$ cat src/rtl/div_ctrl_pkg.sv
// rtl/div_ctrl_pkg.sv - opcodes, FSM encoding and defaults for the shared divider issue controller
package div_ctrl_pkg;

   localparam int TAG_W_DEF = 6;

   localparam logic [4:0] OP_DIV  = 5'b10100;
   localparam logic [4:0] OP_DIVU = 5'b10101;
   localparam logic [4:0] OP_REM  = 5'b10110;
   localparam logic [4:0] OP_REMU = 5'b10111;

   typedef enum logic [2:0] {
      ST_IDLE  = 3'd0,
      ST_ISSUE = 3'd1,
      ST_WAIT  = 3'd2,
      ST_RESP  = 3'd3,
      ST_DRAIN = 3'd4
   } state_t;

   // Divide-by-zero and signed overflow have fixed architectural results
   function automatic logic is_fast_case(input logic [4:0] op, input logic [31:0] rs1,
                                         input logic [31:0] rs2);
      logic signed_op;
      signed_op = (op == OP_DIV) || (op == OP_REM);
      return (rs2 == 32'd0) ||
             (signed_op && (rs1 == 32'h8000_0000) && (rs2 == 32'hFFFF_FFFF));
   endfunction

   function automatic logic [31:0] fast_result(input logic [4:0] op, input logic [31:0] rs1,
                                               input logic [31:0] rs2);
      logic is_rem;
      is_rem = (op == OP_REM) || (op == OP_REMU);
      if (rs2 == 32'd0) begin
         return is_rem ? rs1 : 32'hFFFF_FFFF;
      end
      return is_rem ? 32'd0 : 32'h8000_0000;
   endfunction

endpackage

$ cat src/rtl/div_rr_arb2.sv
// rtl/div_rr_arb2.sv - two-way round-robin arbiter, pointer moves only when a grant is taken
module div_rr_arb2 (
   input  logic       clk,
   input  logic       rst,
   input  logic [1:0] req,
   input  logic       advance,
   output logic [1:0] gnt
);

   // 1 means port 1 was granted last, so port 0 is favoured out of reset
   logic last_q;
   logic last_d;

   // Grant the sole requester, or the port not served last on a tie
   always_comb begin
      gnt    = 2'b00;
      last_d = last_q;
      case (req)
         2'b01:   gnt = 2'b01;
         2'b10:   gnt = 2'b10;
         2'b11:   gnt = last_q ? 2'b01 : 2'b10;
         default: gnt = 2'b00;
      endcase
      if (advance) begin
         last_d = gnt[1];
      end
   end

   // Pointer register
   always_ff @(posedge clk or posedge rst) begin
      if (rst) begin
         last_q <= 1'b1;
      end else begin
         last_q <= last_d;
      end
   end

endmodule

$ cat src/rtl/div_issue_ctrl.sv
// rtl/div_issue_ctrl.sv - shares one iterative divider between two issue ports (DIV_FASTPATH_EN enables bypass of trivial cases)
module div_issue_ctrl
   import div_ctrl_pkg::*;
#(
   parameter int TAG_W = TAG_W_DEF
) (
   input  logic                  clk,
   input  logic                  rst,
   input  logic                  flush,
   input  logic [1:0]            req_valid,
   output logic [1:0]            req_ready,
   input  logic [1:0][4:0]       req_op_sel,
   input  logic [1:0][31:0]      req_rs1,
   input  logic [1:0][31:0]      req_rs2,
   input  logic [1:0][TAG_W-1:0] req_tag,
   output logic                  div_start,
   output logic [4:0]            div_op_sel,
   output logic [31:0]           div_rs1,
   output logic [31:0]           div_rs2,
   input  logic                  div_busy,
   input  logic                  div_done,
   input  logic [31:0]           div_result,
   output logic                  res_valid,
   input  logic                  res_ready,
   output logic [31:0]           res_data,
   output logic [TAG_W-1:0]      res_tag,
   output logic                  res_port
);

   state_t           state_q, state_d;
   logic [4:0]       op_q, op_d;
   logic [31:0]      rs1_q, rs1_d;
   logic [31:0]      rs2_q, rs2_d;
   logic [TAG_W-1:0] tag_q, tag_d;
   logic             port_q, port_d;
   logic [31:0]      data_q, data_d;

   logic [1:0]       gnt;
   logic             advance;
   logic             hs;
   logic             sel;

   div_rr_arb2 u_arb (
      .clk     (clk),
      .rst     (rst),
      .req     (req_valid),
      .advance (advance),
      .gnt     (gnt)
   );

   // Next state, operand capture and handshake outputs
   always_comb begin
      state_d   = state_q;
      op_d      = op_q;
      rs1_d     = rs1_q;
      rs2_d     = rs2_q;
      tag_d     = tag_q;
      port_d    = port_q;
      data_d    = data_q;
      req_ready = 2'b00;
      div_start = 1'b0;
      advance   = 1'b0;
      hs        = 1'b0;
      sel       = 1'b0;
      case (state_q)
         ST_IDLE: begin
            if (!flush && !div_busy) begin
               req_ready = gnt;
            end
            hs  = |(req_valid & req_ready);
            sel = req_ready[1];
            if (hs) begin
               advance = 1'b1;
               op_d    = req_op_sel[sel];
               rs1_d   = req_rs1[sel];
               rs2_d   = req_rs2[sel];
               tag_d   = req_tag[sel];
               port_d  = sel;
`ifdef DIV_FASTPATH_EN
               if (is_fast_case(req_op_sel[sel], req_rs1[sel], req_rs2[sel])) begin
                  data_d  = fast_result(req_op_sel[sel], req_rs1[sel], req_rs2[sel]);
                  state_d = ST_RESP;
               end else begin
                  state_d = ST_ISSUE;
               end
`else
               state_d = ST_ISSUE;
`endif
            end
         end
         ST_ISSUE: begin
            // The start pulse always goes out; a flush here just orphans the op
            div_start = 1'b1;
            state_d   = flush ? ST_DRAIN : ST_WAIT;
         end
         ST_WAIT: begin
            if (div_done) begin
               if (flush) begin
                  state_d = ST_IDLE;
               end else begin
                  data_d  = div_result;
                  state_d = ST_RESP;
               end
            end else if (flush) begin
               state_d = ST_DRAIN;
            end
         end
         ST_DRAIN: begin
            // Divider cannot be aborted: let it finish and drop its result
            if (div_done) begin
               state_d = ST_IDLE;
            end
         end
         ST_RESP: begin
            if (flush || res_ready) begin
               state_d = ST_IDLE;
            end
         end
         default: state_d = ST_IDLE;
      endcase
   end

   // State and operand/result registers
   always_ff @(posedge clk or posedge rst) begin
      if (rst) begin
         state_q <= ST_IDLE;
         op_q    <= '0;
         rs1_q   <= '0;
         rs2_q   <= '0;
         tag_q   <= '0;
         port_q  <= 1'b0;
         data_q  <= '0;
      end else begin
         state_q <= state_d;
         op_q    <= op_d;
         rs1_q   <= rs1_d;
         rs2_q   <= rs2_d;
         tag_q   <= tag_d;
         port_q  <= port_d;
         data_q  <= data_d;
      end
   end

   assign div_op_sel = op_q;
   assign div_rs1    = rs1_q;
   assign div_rs2    = rs2_q;
   assign res_valid  = (state_q == ST_RESP);
   assign res_data   = data_q;
   assign res_tag    = tag_q;
   assign res_port   = port_q;

endmodule

$ cat config.mk
export PLATFORM = sky130hd
export DESIGN_NAME = div_issue_ctrl
export DESIGN_NICKNAME = d
export VERILOG_FILES = /design/src/rtl/div_ctrl_pkg.sv /design/src/rtl/div_rr_arb2.sv /design/src/rtl/div_issue_ctrl.sv
export SDC_FILE = /design/constraint.sdc
export NUM_CORES = 1
export LEC_CHECK = 0
export BUFFER_PORTS_ARGS = -buffer_cell sky130_fd_sc_hd__buf_4
export CAP_MARGIN = 30
export CORE_AREA = 4 4 114 116
export CTS_CLUSTER_DIAMETER = 40
export CTS_CLUSTER_SIZE = 10
export DETAILED_ROUTE_END_ITERATION = 10
export DIE_AREA = 0 0 118 120
export PLACE_DENSITY_LB_ADDON = 0.15
export SLEW_MARGIN = 5
export SYNTH_ARGS = -nofsm -noshare
export SYNTH_HDL_FRONTEND = slang
export SYNTH_SLANG_ARGS = --single-unit
$ cat constraint.sdc
create_clock -name clk -period 7.4 [get_ports clk]
set_input_delay 1.48 -clock clk [delete_from_list [all_inputs] [get_ports clk]]
set_output_delay 1.48 -clock clk [all_outputs]
set_load 0.05 [all_outputs]
==> impl_metrics.env <==
export IMPL_syn_avg_cell_area_um2=11.4
export IMPL_drt_iter0_markers=163
export IMPL_drv_slew=0
export IMPL_synth_most_common_cell="dfrtp_1"
export IMPL_crit_type="input port to primary output"
export IMPL_die_w_um=118
export IMPL_cp_arrival_ns=2.73
export IMPL_tightest_slew_ns=0.797
export IMPL_clk_pin_slew_worst_paths_ns=0.07
export IMPL_cts_root_buf="clkbuf_16"
export IMPL_yosys_area_share_simple=0.0858
export IMPL_netlist_area_um2=4910
export IMPL_fin_area_um2=7570
export IMPL_finalSetupViolCount=0
export IMPL_drt_wl_total_um=14300
export IMPL_clk_latency_ns=0.33
export IMPL_synth_xor_area_share=0
export IMPL_synth_top_cells_by_count="dfrtp_1, nor2_1, a21oi_1"
export IMPL_synth_ff_type="dfrtp_1"
export IMPL_fmax_mhz=237
export IMPL_crit_path_end_kind="primary output"
export IMPL_synth_mux_area_frac=0.226
export IMPL_post_dp_cell_area_um2=7280
export IMPL_comb_power_share=0.545
export IMPL_fin_skew_ns=0.00694
export IMPL_pre_cts_slack_ns=3.19
export IMPL_synth_compound_area_frac=0.0871
export IMPL_synth_top_area_frac=0.565
export IMPL_placedCellCount=856
export IMPL_coreArea_um2=11900
export IMPL_finalHoldViolCount=0
export IMPL_power_frac_seq=0.308
export IMPL_grt_use_total=0.197
export IMPL_hpwl_um=11300
export IMPL_multi_input_area_um2=1980
export IMPL_antenna_found_initial=0
export IMPL_grt_pass1_wl_um=22600
export IMPL_worst_ep_required_time_ns=5.92
export IMPL_crit_path_start_kind="input port"
export IMPL_p_sw_frac=0.478
export IMPL_dieArea_um2=14200
export IMPL_ios=302
export IMPL_cts_made_buffers=9
export IMPL_via_per_inst=4.92
export IMPL_cts_hold_buf=0
export IMPL_tritoncts="done"
export IMPL_numClockSinks=112
export IMPL_fillers=979
export IMPL_seqCellArea_um2=2800
export IMPL_die_h_um=120
export IMPL_synthAdderAreaFrac=0
export IMPL_drtPass1Iterations=4
export IMPL_max_cap_violations=0
export IMPL_yosys_area_top_type="dfrtp_1"
export IMPL_drcViolationCount=0
export IMPL_async_reset_ff_frac=1.00
export IMPL_yosys_warnings=0
export IMPL_pwr_share_clk=0.147
export IMPL_gp_congestion=0.800
export IMPL_final_min_clock_period_ns=4.21
export IMPL_ys_top_cells_by_area="dfrtp_1, mux2i_1, a21oi_1"
export IMPL_cts_buffer_depth=2
export IMPL_yosysSeqAreaShare=0.571
export IMPL_p_switching_mw=1.54
export IMPL_instances_no_fill=871
export IMPL_post_route_util=0.636
export IMPL_drtAntennaViolNets=0
export IMPL_setup_ws_ns=3.19
export IMPL_io_buffer_count=301
export IMPL_cts_resized_gates=0
export IMPL_relSlewSlack=0.469
export IMPL_grt_pass1_vias=4484
export IMPL_status="completed"
export IMPL_grt_max_degree=89
export IMPL_vias=4287
export IMPL_wl_per_cell_um=16.4
export IMPL_area_growth_pct=54.1
export IMPL_nNetsFinal=910
export IMPL_diodes=0
export IMPL_initial_core_util=0.412
export IMPL_cts_setup_buffers=0
export IMPL_htree_levels=3
export IMPL_syn_num_nets=620
export IMPL_cellLeakagePower_nw=3.86
export IMPL_tns_ns=0
export IMPL_synth_edf_count=0
export IMPL_grt_overflow_total=0
export IMPL_cp_max_fo=5
export IMPL_drive_above_1_share=0.490
export IMPL_p_int_mw=1.68
export IMPL_ir_worst_vdd_v=0.000300
export IMPL_synth_top_family_by_area="multiplexers"
export IMPL_synth_cell_types=28
export IMPL_powerDensity_nw_per_um2=426
export IMPL_rsz0062_at_grt="false"
export IMPL_netlist_instances=430
export IMPL_synth_ff_latch_count=112
export IMPL_finalCritPeriodShare=0.569
export IMPL_num_rows=40
export IMPL_hp_class="flip-flop to flip-flop"
-- registers in the layout, indices dropped and copies added, names as in the netlist --
register,flops
u_arb.last_q,1
res_data,32
div_rs1,32
div_op_sel,5
div_rs2,32
res_tag,6
res_port,1
state_q,3
-- worst max-delay path, cell delays in order --
cell    delay [ns]
buf_4         0.11
or2_1         0.28
or3_1         0.45
nor2_1        0.17
buf_4         0.24
-- power by group through the flow --
stage                     sequential [mW]  clock, mW  combinational (mW)
after global routing                 1.02      0.510                1.85
after CTS                           0.994      0.486                1.77
after global placement              0.988          0                1.76
after floorplan                      1.83          0               0.343
after detailed placement             1.00          0                1.78
final                               0.992      0.473                1.76
-- layout make-up --
cell class,instances,area share
clock buffers,12,0.0326
clock inverters,3,0.00562
inverters,2,0.00132
multi-input cells,288,0.261
flip-flops and latches,112,0.370
well taps,147,0.0243
repair buffers,307,0.304
-- logic make-up (layout without fill, tap and decap cells) --
kind of cell,after synthesis,in the layout
flops,112,112
mux,107,107
simple gates,98,98
compound gates,83,83
buf+inv,30,324
-- stage by stage --
| step | hold slack [ns] | total power [mW] |
|---|---|---|
| 3_3_place_gp | 0.471 | 2.75 |
| 4_1_cts | 0.497 | 3.25 |
| 2_1_floorplan | 0.494 | 2.17 |
| 3_5_place_dp | 0.481 | 2.78 |
| 5_1_grt | 0.522 | 3.38 |
| 6_report | 0.495 | 3.22 |
-- routing by layer --
layer | GRT usage | up-vias | share of wire
li1 | - | 2069 | -
met1 | 0.223 | 2022 | 0.37
met2 | 0.351 | 175 | 0.52
met3 | 0.0646 | 21 | 0.086
met4 | 0.0689 | 0 | 0.020
met5 | 0 | - | 0
-- worst paths after layout --
path	to	from	slack, ns	cells after the start
min in group asynchronous	res_data[26]$_DFFE_PP0P_	rst	1.23	2
worst max-delay path	req_ready[0]	flush	3.19	5
max in group asynchronous	div_rs2[1]$_DFFE_PP0P_	rst	4.92	3
worst min-delay path	res_data[5]$_DFFE_PP0P_	res_data[5]$_DFFE_PP0P_	0.49	1
worst max register to register	div_op_sel[2]$_DFFE_PP0P_	u_arb.last_q$_DFFE_PP1P_	5.13	5
worst min register to register	res_data[5]$_DFFE_PP0P_	res_data[5]$_DFFE_PP0P_	0.49	1
-- placed cells by master (no fill, tap or decap) --
cell	count
a211o_1	1
a21oi_1	76
a31oi_1	1
and3b_1	1
buf_4	307
bufinv_16	1
clkbuf_1	2
clkbuf_16	9
clkbuf_8	1
clkinv_2	1
clkinvlp_4	1
dfrtp_1	111
dfstp_2	1
inv_1	1
inv_4	1
mux2_1	2
mux2_2	30
mux2i_1	75
nand2_1	5
nand2b_1	1
nor2_1	81
nor2b_1	2
nor3_4	1
nor3b_1	2
nor4_4	1
o21a_1	1
o21ai_0	1
o21ai_4	1
o22a_1	1
o22ai_1	1
or2_1	2
or3_1	2
Power figures use the tool's default switching activity.
